`config.mk`:
```
export PLATFORM = sky130hd
export DESIGN_NAME = uart_rx_frame_parser
export DESIGN_NICKNAME = d
export VERILOG_FILES = /design/src/rtl/uart_rx_frame_parser.sv
export SDC_FILE = /design/constraint.sdc
export NUM_CORES = 1
export LEC_CHECK = 0
export CAP_MARGIN = 40
export CORE_ASPECT_RATIO = 1.5
export CORE_UTILIZATION = 45
export CTS_CLUSTER_SIZE = 28
export DETAILED_ROUTE_END_ITERATION = 16
export PLACE_DENSITY = 0.63
export SLEW_MARGIN = 20
export SYNTH_ARGS = -nofsm -noshare
export SYNTH_HDL_FRONTEND = slang
export SYNTH_SLANG_ARGS = --single-unit
```
`constraint.sdc`:
```
create_clock -name sys_clk_i -period 2.4 [get_ports sys_clk_i]
set_clock_uncertainty 0.2 [all_clocks]
set_input_delay 0.24 -clock sys_clk_i [delete_from_list [all_inputs] [get_ports sys_clk_i]]
set_output_delay 0.24 -clock sys_clk_i [all_outputs]
set_load 0.005 [all_outputs]
```
`src/rtl/uart_rx_frame_parser.sv`:
```
// Pops bytes from the UART receive FIFO, hunts the two-byte header, then parses length/payload/tail.
// Define UART_FRAME_CHECKSUM_EN to carry and verify a checksum byte between payload and tail.
module uart_rx_frame_parser #(
  parameter logic [7:0]  HEAD_BYTE0     = 8'hEB,
  parameter logic [7:0]  HEAD_BYTE1     = 8'h90,
  parameter logic [7:0]  TAIL_BYTE      = 8'h0D,
  parameter int unsigned MAX_LEN        = 64,
  parameter int unsigned TIMEOUT_CYCLES = 500000
) (
  input  logic       sys_clk_i,
  input  logic       rst_n_i,
  output logic       fifo_rx_rden_o,
  input  logic [7:0] fifo_rx_data_i,
  input  logic       fifo_rx_empty_i,
  input  logic       payload_ready_i,
  output logic       payload_valid_o,
  output logic [7:0] payload_data_o,
  output logic       payload_sop_o,
  output logic       payload_eop_o,
  output logic [7:0] frame_len_o,
  output logic       frame_done_o,
  output logic [2:0] frame_err_o
);

  localparam int unsigned CntW = $clog2(TIMEOUT_CYCLES + 1);
  localparam logic [2:0] ErrOk      = 3'd0;
  localparam logic [2:0] ErrLen     = 3'd1;
  localparam logic [2:0] ErrTail    = 3'd3;
  localparam logic [2:0] ErrTimeout = 3'd4;
`ifdef UART_FRAME_CHECKSUM_EN
  localparam logic [2:0] ErrCsum    = 3'd2;
`endif

  typedef enum logic [2:0] {
    S_IDLE    = 3'd0,
    S_HEAD1   = 3'd1,
    S_LEN     = 3'd2,
    S_PAYLOAD = 3'd3,
    S_TAIL    = 3'd4
`ifdef UART_FRAME_CHECKSUM_EN
    , S_CSUM  = 3'd5
`endif
  } state_e;

  state_e          state_q, state_d;
  logic            strobe_q, strobe_d;
  logic [CntW-1:0] cnt_q, cnt_d;
  logic [7:0]      rem_q, rem_d;
  logic            pv_q, pv_d;
  logic [7:0]      pdata_q, pdata_d;
  logic            sop_q, sop_d;
  logic            eop_q, eop_d;
  logic [7:0]      len_q, len_d;
  logic            done_q, done_d;
  logic [2:0]      err_q, err_d;
`ifdef UART_FRAME_CHECKSUM_EN
  logic [7:0]      csum_q, csum_d;
  logic            csum_ok_q, csum_ok_d;
`endif
  logic            stall;
  logic            expire;
  logic            rden;

  always_comb begin
    state_d  = state_q;
    cnt_d    = cnt_q;
    rem_d    = rem_q;
    pv_d     = 1'b0;
    pdata_d  = pdata_q;
    sop_d    = 1'b0;
    eop_d    = 1'b0;
    len_d    = len_q;
    done_d   = 1'b0;
    err_d    = err_q;
`ifdef UART_FRAME_CHECKSUM_EN
    csum_d    = csum_q;
    csum_ok_d = csum_ok_q;
`endif
    // Backpressure freezes both reading and the inter-byte timer.
    stall  = (state_q == S_PAYLOAD) && !payload_ready_i;
    expire = (state_q != S_IDLE) && !strobe_q && !stall &&
             (cnt_q == CntW'(TIMEOUT_CYCLES - 1));
    rden     = !fifo_rx_empty_i && !strobe_q && !stall && !expire;
    strobe_d = rden;

    if (state_q == S_IDLE || strobe_q) cnt_d = '0;
    else if (!stall)                   cnt_d = cnt_q + CntW'(1);

    if (strobe_q) begin
      unique case (state_q)
        S_IDLE: if (fifo_rx_data_i == HEAD_BYTE0) state_d = S_HEAD1;
        S_HEAD1: begin
          if (fifo_rx_data_i == HEAD_BYTE1)      state_d = S_LEN;
          else if (fifo_rx_data_i != HEAD_BYTE0) state_d = S_IDLE;
        end
        S_LEN: begin
          if (fifo_rx_data_i != 8'd0 && fifo_rx_data_i <= 8'(MAX_LEN)) begin
            len_d   = fifo_rx_data_i;
            rem_d   = fifo_rx_data_i;
`ifdef UART_FRAME_CHECKSUM_EN
            csum_d  = fifo_rx_data_i;
`endif
            state_d = S_PAYLOAD;
          end else begin
            done_d  = 1'b1;
            err_d   = ErrLen;
            state_d = S_IDLE;
          end
        end
        S_PAYLOAD: begin
          pv_d    = 1'b1;
          pdata_d = fifo_rx_data_i;
          sop_d   = (rem_q == len_q);
          eop_d   = (rem_q == 8'd1);
          rem_d   = rem_q - 8'd1;
`ifdef UART_FRAME_CHECKSUM_EN
          csum_d  = csum_q + fifo_rx_data_i;
`endif
          if (rem_q == 8'd1) begin
`ifdef UART_FRAME_CHECKSUM_EN
            state_d = S_CSUM;
`else
            state_d = S_TAIL;
`endif
          end
        end
`ifdef UART_FRAME_CHECKSUM_EN
        S_CSUM: begin
          csum_ok_d = (fifo_rx_data_i == csum_q);
          state_d   = S_TAIL;
        end
`endif
        S_TAIL: begin
          done_d  = 1'b1;
          state_d = S_IDLE;
          if (fifo_rx_data_i != TAIL_BYTE) err_d = ErrTail;
`ifdef UART_FRAME_CHECKSUM_EN
          else if (!csum_ok_q)             err_d = ErrCsum;
`endif
          else                             err_d = ErrOk;
        end
        default: state_d = S_IDLE;
      endcase
    end else if (expire) begin
      done_d  = 1'b1;
      err_d   = ErrTimeout;
      state_d = S_IDLE;
      cnt_d   = '0;
    end
  end

  always_ff @(posedge sys_clk_i or negedge rst_n_i) begin
    if (!rst_n_i) begin
      state_q   <= S_IDLE;
      strobe_q  <= 1'b0;
      cnt_q     <= '0;
      rem_q     <= '0;
      pv_q      <= 1'b0;
      pdata_q   <= '0;
      sop_q     <= 1'b0;
      eop_q     <= 1'b0;
      len_q     <= '0;
      done_q    <= 1'b0;
      err_q     <= '0;
`ifdef UART_FRAME_CHECKSUM_EN
      csum_q    <= '0;
      csum_ok_q <= 1'b0;
`endif
    end else begin
      state_q   <= state_d;
      strobe_q  <= strobe_d;
      cnt_q     <= cnt_d;
      rem_q     <= rem_d;
      pv_q      <= pv_d;
      pdata_q   <= pdata_d;
      sop_q     <= sop_d;
      eop_q     <= eop_d;
      len_q     <= len_d;
      done_q    <= done_d;
      err_q     <= err_d;
`ifdef UART_FRAME_CHECKSUM_EN
      csum_q    <= csum_d;
      csum_ok_q <= csum_ok_d;
`endif
    end
  end

  assign fifo_rx_rden_o  = rden;
  assign payload_valid_o = pv_q;
  assign payload_data_o  = pdata_q;
  assign payload_sop_o   = sop_q;
  assign payload_eop_o   = eop_q;
  assign frame_len_o     = len_q;
  assign frame_done_o    = done_q;
  assign frame_err_o     = err_q;

endmodule

```
# ---- Word-level counts from Yosys, hierarchy flattened
# Cells that the tools add are included.
dict set report word_totals {
  register_bits 54
  latch_bits 0
  mem_bits_rw 0
  rom_bits 0
  in_bits 12
  out_inout_bits 24
  wordCells 84
  n_memories 0
}
dict set report op_classes {
  addsub 2
  multipliers 0
  div 0
  n_lt_le_gt_ge 1
  eq_ne 17
  shift 0
  n_mux 29
  bitwise_logic 0
  n_reduce_logical 24
}
# cell n
set op_table {}
lappend op_table {{$mux W19} 4}
lappend op_table {{$mux W3} 9}
lappend op_table {{$add A19 B1 Y19 const B} 1}
lappend op_table {{$eq A19 B19 Y1 const B} 1}
lappend op_table {{$eq A8 B8 Y1 const B} 2}
lappend op_table {{$pmux W8 S2} 1}
lappend op_table {{$pmux W3 S4} 1}
lappend op_table {{$mux W1} 9}
lappend op_table {{$reduce_and A3 Y1} 3}
lappend op_table {{$eq A8 B1 Y1 const B} 1}
lappend op_table {{$eq A8 B8 Y1} 1}
lappend op_table {{$le A8 B7 Y1 const B} 1}
lappend op_table {{$logic_and A1 B1 Y1} 8}
lappend op_table {{$mux W8} 1}
lappend op_table {{$ne A8 B4 Y1 const B} 1}
lappend op_table {{$ne A8 B8 Y1 const B} 1}
lappend op_table {{$reduce_bool A8 Y1} 1}
lappend op_table {{$sub A8 B1 Y8 const B} 1}
lappend op_table {{$eq A3 B2 Y1 const B} 2}
lappend op_table {{$ne A3 B2 Y1 const B} 2}
lappend op_table {{$pmux W3 S2} 1}
lappend op_table {{$logic_not A1 Y1} 5}
lappend op_table {{$mux W2} 2}
lappend op_table {{$ne A4 B4 Y1 const B} 1}
lappend op_table {{other kinds (12)} 13}

# ---- Longest topological paths before layout
# Gate-level depths: netlist of run 1.
dict set report logic_depth {
  ltp_word 7
  ltp_mapped 7
  mapped_depth_nobuf 7
}

# ---- Worst setup path after synthesis of run 1
# Ideal clock, no wire load.
dict set report synth_path {
  path_kind {register to register}
  start {register state_q[1]}
  end {register cnt_q[17]}
  arrival_time_ps 1713
  slack_ps 356
  stages_incl_launch_ff 8
  path_cell_list {dfrtp_1 -> nor4bb_1 -> clkbuf_1 -> or3_1 -> clkbuf_1 -> nor4_1 -> xnor2_1 -> nor2_1}
}
dict set report synth_via {
  elab_chain_len 7
  elab_cells_between_ends 13
}
# element line
set synth_lines {}
lappend synth_lines {{start: declaration} 45} ;# state_e state_q, state_d;
lappend synth_lines {{start signal: assignment} 170} ;# state_q <= state_d;
lappend synth_lines {{$eq A3 B2 Y1} 80} ;# stall = (state_q == S_PAYLOAD) && !payload_ready_i;
lappend synth_lines {{$logic_and A1 B1 Y1} 80}
lappend synth_lines {{$logic_not A1 Y1} -}
lappend synth_lines {{$logic_and A1 B1 Y1 (2 in a row)} 81} ;# expire = (state_q != S_IDLE) && !strobe_q && !stall &&
lappend synth_lines {{$mux W19} 144} ;# end else if (expire) begin
lappend synth_lines {{$mux W19 (*)} 89} ;# if (strobe_q) begin
lappend synth_lines {{via cnt_d[17]} 47} ;# logic [CntW-1:0] cnt_q, cnt_d;
lappend synth_lines {{end signal: assignment} 172} ;# cnt_q <= cnt_d;
lappend synth_lines {{end: declaration} 47}
# Mark *: on every way through the listed nets, which the timed path passes. The rest lies on a longest branch.
# A chain may end at the register's enable or synchronous reset.

# ---- Worst setup path after layout of run 1
dict set report layout_path {
  start {input port fifo_rx_data_i[4]}
  end {register rem_q[5]}
}
dict set report layout_via {
  elab_chain_len 4
  elab_cells_between_ends 5
}
# element line
set layout_lines {}
lappend layout_lines {{start: declaration} 13} ;# input logic [7:0] fifo_rx_data_i,
lappend layout_lines {{$le A8 B7 Y1 or $reduce_bool A8 Y1 (tied branches)} 97} ;# if (fifo_rx_data_i != 8'd0 && fifo_rx_data_i <= 8'(MAX_LEN)) begin
lappend layout_lines {{$logic_and A1 B1 Y1 (*)} 97}
lappend layout_lines {{$ne A2 B2 Y1 (no source line) (*)} -}
lappend layout_lines {{$reduce_and A3 Y1 (no source line) (*)} -}
lappend layout_lines {{end signal: assignment} 173} ;# rem_q <= rem_d;
lappend layout_lines {{end: declaration} 48} ;# logic [7:0] rem_q, rem_d;
# Every way passes the cells marked *; elsewhere a longest branch is shown, timed or not.

==> results.json, run 1 <==
{
  "min_to": "payload_data_o[5]",
  "power_density_nw_per_um2": 589,
  "wl_met1_um": 2900,
  "cp.required_ps": 2410,
  "grt_pass1_wl_um": 11200,
  "cts_root_buf": "clkbuf_8",
  "fmax_mhz": 419,
  "hold_start": "payload_data_o[5]",
  "outcome": "complete, no violations",
  "wl_per_cell_um": 15.5,
  "start_kind": "input pin",
  "die_y_um": 99.7,
  "routed_wl_um": 6980,
  "die_area_um2": 6700,
  "rsz0062_at_grt": "true",
  "cts_buffers": 5,
  "hpwl_um": 5080,
  "finalSetupTns_ps": 0,
  "yosys-top-cells-area": "dfrtp_1 47%, nand2_1 6.4%, xnor2_1 5.2%",
  "ant_nets": 0,
  "synth_top_area_frac": 0.472,
  "clk_pin_slew_ps": 100,
  "floorplan.initialDensity": 0.467,
  "place.port_buffers": 35,
  "crit_fanout": 7,
  "postLayoutCoreUtil": 0.600,
  "synthTopCellsByCount": "54 x dfrtp_1, 49 x nand2_1, 29 x nor2_1, 17 x xnor2_1, 14 x o21ai_0",
  "synthesis.area_um2": 2870,
  "synth_nets": 322,
  "p_leak_uw": 0.00160,
  "ys_seq_elements": 54,
  "drc": 0,
  "first_global_vias": 2359,
  "route.met3.wl_um": 187,
  "path_class": "input pin to flop",
  "hold_viol": 0,
  "drt-pass1-iter-count": 4,
  "yosys.area.top_type": "dfrtp_1",
  "ys_seq_area_frac": 0.472,
  "finalMaxSlewViolations": 0,
  "timing.rr.end": "rem_q[5]",
  "synth.avg_cell_area_um2": 9.33,
  "fin_nets": 391,
  "ff2ff_path_depth": 7,
  "cts_tree": "done",
  "min_path_type": "flop to flop",
  "via_count": 2483,
  "reg2reg_from": "state_q[2]",
  "viasPerCell": 5.51,
  "ys_warn_count": 0,
  "gp_congestion": 0.843,
  "diodes": 0,
  "antenna_found_initial": 0,
  "ir_drop_mv": 0.316,
  "timing.final.crit_share": 0.996,
  "synth_cell_types": 49,
  "max_cap_violations": 0,
  "syn2layout_area_growth_pct": 28.3,
  "crit_path_end_kind": "flop",
  "clock_latency_ps": 310,
  "grtUsageTotal": 0.223,
  "p_total_uw": 2160,
  "worst_slew_pin_slew_ps": 648,
  "clock-sinks": 54,
  "crit_arrival_ps": 2400,
  "grt_max_degree": 30,
  "maxUsedRoutingLayer": "met4",
  "drive_above_1_share": 0.180,
  "synth_edf_count": 0,
  "num_rows": 35,
  "syn_inst": 307,
  "r2r_setup_slack_ps": 130,
  "first_iter_violations": 86,
  "setup_viol_count_final": 0,
  "relSlewSlack": 0.568,
  "fin_crit_ps": 2390,
  "async_reset_ff_frac": 1.00,
  "post-synth-top-count-cell": "dfrtp_1",
  "wl_met2_um": 3740,
  "coreArea_um2": 6130,
  "cts_buffer_depth": 2,
  "ys.flop_type": "dfrtp_1",
  "die_w_um": 67.2,
  "htreeDepth": 2,
  "whs_path_depth": 2,
  "overflow": 0,
  "pin_count": 36
}
-- placed cells by master (no fill, tap or decap), types with 4 or more instances in the layout --
master,count
nand2_1,49
a21oi_1,7
inv_1,10
xnor2_1,17
and3_1,5
or3_1,4
nor2_1,29
nand3_1,13
nor3_1,10
dfrtp_1,52
clkbuf_8,5
clkdlybuf4s50_1,33
mux2_2,5
buf_4,38
xor2_1,10
nand3b_1,4
nor4_1,6
o21ai_0,14
-- metal layers --
layer | GRT usage | vias to the layer above
met5 | 0 | -
met4 | 0.0835 | 0
met3 | 0.0333 | 10
met2 | 0.385 | 48
met1 | 0.272 | 1219
li1 | - | 1206
-- layout make-up --
| type | instances | area (um2) |
|---|---|---|
| repair buffers | 74 | 639 |
| clock buffers | 5 | 68.8 |
| inverters | 11 | 41.3 |
| flip-flops and latches | 54 | 1350 |
| fillers | 569 | 2450 |
| well taps | 74 | 92.6 |
| clock inverters | 3 | 43.8 |
| multi-input cells | 230 | 1440 |
-- worst max-delay path, cell delays in order --
cell             delay (ps)
clkdlybuf4s50_1         430
or4_4                   570
buf_4                   160
o211ai_1                370
nand3_2                 250
buf_4                   190
a22o_1                  180
-- power breakdown --
part	internal, uW	switching [uW]	leakage [uW]	total (uW)
clock	313	311	0.0000585	624
sequential	997	104	0.000676	1100
combinational	236	204	0.000863	440
-- cells by family after synthesis --
| kind of cell | synth area share |
|---|---|
| xor+xnor | 0.0825 |
| buf+inv | 0.0362 |
| mux | 0.0275 |
| compound gates | 0.104 |
| simple gates | 0.265 |
| fa+ha+maj | 0.0131 |
| flops | 0.472 |
-- stage by stage --
stage | cell area, um2 | hold WS [ps] | setup WS (ps) | std cells
CTS | 3640 | 287 | 65.5 | 448
detailed placement | 3470 | 96.7 | -164 | 434
global route | 3680 | 293 | -6.42 | 451
finish | 3680 | 283 | 10.7 | 451
global placement | 3470 | 85.6 | -143 | 434
floorplan | 2870 | -256 | 356 | 307
-- repair_timing --
item                                   CTS  global route
endpoints found under the hold margin   27             0
pin swaps                                3             1
buffers inserted                         5             2
hold buffers                             1             0
gates cloned                             0             1
resized for setup                        4             2
setup endpoints to repair                1             7
-- flip-flops by register name, summed over array words and instances, names as in the netlist --
register         count
frame_len_o          8
payload_valid_o      1
payload_sop_o        1
rem_q                8
frame_err_o          3
cnt_q               19
payload_data_o       8
state_q              3
strobe_q             1
payload_eop_o        1
frame_done_o         1
-- worst max-delay path by stage --
stage | cells after the start | to | start | slack [ps]
4_1_cts | 7 | rem_q[5] | state_q[2] | 70
5_1_grt | 7 | rem_q[5] | fifo_rx_data_i[4] | -6
6_report | 7 | rem_q[5] | fifo_rx_data_i[4] | 10
3_3_place_gp | 6 | frame_len_o[6] | fifo_rx_data_i[4] | -140
2_1_floorplan | 7 | cnt_q[17] | state_q[1] | 360
3_5_place_dp | 6 | rem_q[5] | fifo_rx_data_i[4] | -160
Power figures use the tool's default switching activity.
==> run 2: changes to the inputs <==
--- a/config.mk
+++ b/config.mk
@@ -5,12 +5,13 @@
 export SDC_FILE = /design/constraint.sdc
 export NUM_CORES = 1
 export LEC_CHECK = 0
+export ABC_AREA = 1
 export CAP_MARGIN = 40
 export CORE_ASPECT_RATIO = 1.5
 export CORE_UTILIZATION = 45
-export CTS_CLUSTER_SIZE = 28
 export DETAILED_ROUTE_END_ITERATION = 16
-export PLACE_DENSITY = 0.63
+export PLACE_DENSITY = 0.62
+export SKIP_LAST_GASP = 1
 export SLEW_MARGIN = 20
 export SYNTH_ARGS = -nofsm -noshare
 export SYNTH_HDL_FRONTEND = slang
==> results.json, run 2 <==
{
  "antenna_found_initial": 0,
  "synth_nets": 411,
  "gp_congestion": 0.813,
  "cts_root_buf": "clkbuf_8",
  "worst_slew_pin_slew_ps": 546,
  "pin_count": 36,
  "synth_top_area_frac": 0.439,
  "drive_above_1_share": 0.154,
  "drc": 0,
  "path_class": "flop to output pin",
  "max_cap_violations": 0,
  "ys_warn_count": 0,
  "p_leak_uw": 0.00176,
  "finalSetupTns_ps": 0,
  "stdcell_count": 531,
  "ys.flop_type": "dfrtp_1",
  "crit_slowest_cell": "dfrtp_1",
  "crit_path_end_kind": "output pin",
  "routed_wl_um": 7080,
  "max_stage_delay_ps": 430,
  "ys_seq_area_frac": 0.439,
  "hpwl_um": 5390,
  "outcome": "complete, no violations",
  "ir_drop_mv": 0.237,
  "power_density_nw_per_um2": 465,
  "floorplan.initialDensity": 0.468,
  "cp.required_ps": 1960,
  "syn2layout_area_growth_pct": 22.4,
  "final-seq-area_um2": 1350,
  "cp_cell_sequence": "ha_4 > nand2_2 > nor2_4 > nand3_2 > nor2_4 > nand2_4 > nand2_4 > nor3_2 > dlygate4sd2_1",
  "cts_buffers": 5,
  "hold_viol": 0,
  "finalMaxSlewViolations": 0,
  "ff2ff_path_depth": 9,
  "viasPerCell": 5.00,
  "min_path_type": "input pin to async pin",
  "fin_nets": 469,
  "clock_latency_ps": 310,
  "crit_family": "simple AND/OR/NAND/NOR gates",
  "cts_tree": "done",
  "diodes": 0,
  "crit_arrival_ps": 1850,
  "synth.avg_cell_area_um2": 7.78,
  "ys_seq_elements": 54,
  "crit_cells": 9,
  "start_kind": "flop",
  "die_w_um": 69.5,
  "rsz0062_at_grt": "false",
  "setup_viol_count_final": 0,
  "yosys-top-cells-area": "dfrtp_1 44%, nand2_1 14%, nor2_1 6.1%",
  "relSlewSlack": 0.636,
  "post-synth-top-count-cell": "nand2_1",
  "fill_cells": 609,
  "wl_per_cell_um": 13.3,
  "via_count": 2653,
  "async_reset_ff_frac": 1.00,
  "clock-sinks": 54,
  "first_iter_violations": 101,
  "maxUsedRoutingLayer": "met4",
  "place.port_buffers": 35,
  "layout_commonest_cell": "nand2_1",
  "first_global_vias": 2585,
  "largest-register": "cnt_q",
  "ant_nets": 0,
  "yosys.area.top_type": "dfrtp_1",
  "crit_fanout": 4,
  "largest_register_ffs": 19,
  "synthesis.area_um2": 3080,
  "path_buf_inv": 1,
  "multi_input_area_um2": 1540,
  "num_rows": 36,
  "placed_cells": 518,
  "final_cell_mix": "115 x nand2_1, 54 x dfrtp_1, 49 x nor2_1",
  "grt_max_degree": 34,
  "cts_buffer_depth": 2,
  "die_area_um2": 7180,
  "wl_met2_um": 3740,
  "syn_inst": 396,
  "grtUsageTotal": 0.212,
  "synth_edf_count": 0,
  "synthTopCellsByCount": "116 x nand2_1, 54 x dfrtp_1, 50 x nor2_1, 40 x inv_1, 26 x nand3_1",
  "wl_met1_um": 2990,
  "die_y_um": 103,
  "timing.final.crit_share": 0.953,
  "synth_cell_types": 34,
  "drt-pass1-iter-count": 4,
  "coreArea_um2": 6580,
  "grt_pass1_wl_um": 11900,
  "htreeDepth": 2,
  "fin_crit_ps": 2290,
  "clk_pin_slew_ps": 100,
  "fmax_mhz": 437,
  "overflow": 0,
  "route.met3.wl_um": 165
}
[run 2: path summary, 6_finish.rpt]
path                                     end  slack, ps               from
max in group asynchronous     frame_len_o[6]       1190            rst_n_i
hold / removal                    state_q[0]        240            rst_n_i
setup reg to reg                   cnt_q[14]        380           cnt_q[1]
setup / recovery              fifo_rx_rden_o        110           cnt_q[1]
hold reg to reg            payload_data_o[6]        300  payload_data_o[6]
min in group sys_clk_i              strobe_q        300    fifo_rx_empty_i
[run 2: report_power, final]
part / leakage [uW] / switching, uW / internal, uW
Combinational: 0.00101 / 147 / 114
Sequential: 0.000698 / 20.9 / 930
Clock: 0.0000482 / 306 / 234
[run 2: routing by layer]
metal  up-vias  GRT usage
li1       1367          -
met1      1241      0.239
met2        32      0.404
met3        13     0.0310
met4         0     0.0801
met5         -          0
[run 2: what timing repair did]
| item | CTS | global route |
|---|---|---|
| hold endpoints to repair | 21 | 0 |
| gates resized for setup | 2 | 5 |
| buffers inserted | 0 | 4 |
| hold buffers | 1 | 0 |
| pin swaps | 0 | 4 |
| setup endpoints to repair | 1 | 1 |
[run 2: final cells by class]
cell class,count,share of cell area
clock buffer,7,0.0229
clock inverter,1,0.00133
inverter,44,0.0475
multi-input combinational,293,0.408
sequential,54,0.358
tap,76,0.0252
timing repair buffer,56,0.137
[run 2: cells by family (layout without fill, tap and decap cells)]
logic type	after synthesis	count (layout)	synth area share
XOR/XNOR	13	13	0.0370
AO/OA/AOI/OAI	43	43	0.0805
buffers and inverters	49	108	0.0711
adder cells (fa/ha/maj)	3	3	0.0122
AND/OR/NAND/NOR	234	234	0.360
flip-flops	54	54	0.439
[run 2: per-stage QoR]
step	area (um2)	setup WS [ps]	hold WS (ps)	utilization	total power [uW]
after floorplan	3080	700	-256	-	1110
after global placement	3610	93.7	55.8	0.549	1220
after detailed placement	3610	54.4	61.4	0.549	1220
after CTS	3720	27.8	254	0.565	1770
after global routing	3770	11.2	280	0.573	1840
final	3770	113	239	0.573	1750
==> run 3: changes to the inputs <==
--- a/config.mk
+++ b/config.mk
@@ -12,7 +12,6 @@
 export DETAILED_ROUTE_END_ITERATION = 16
 export PLACE_DENSITY = 0.62
 export SKIP_LAST_GASP = 1
-export SLEW_MARGIN = 20
 export SYNTH_ARGS = -nofsm -noshare
 export SYNTH_HDL_FRONTEND = slang
 export SYNTH_SLANG_ARGS = --single-unit
==> results of run 3 <==
The final DEF is identical to that of run 2; final timing and power are the same.
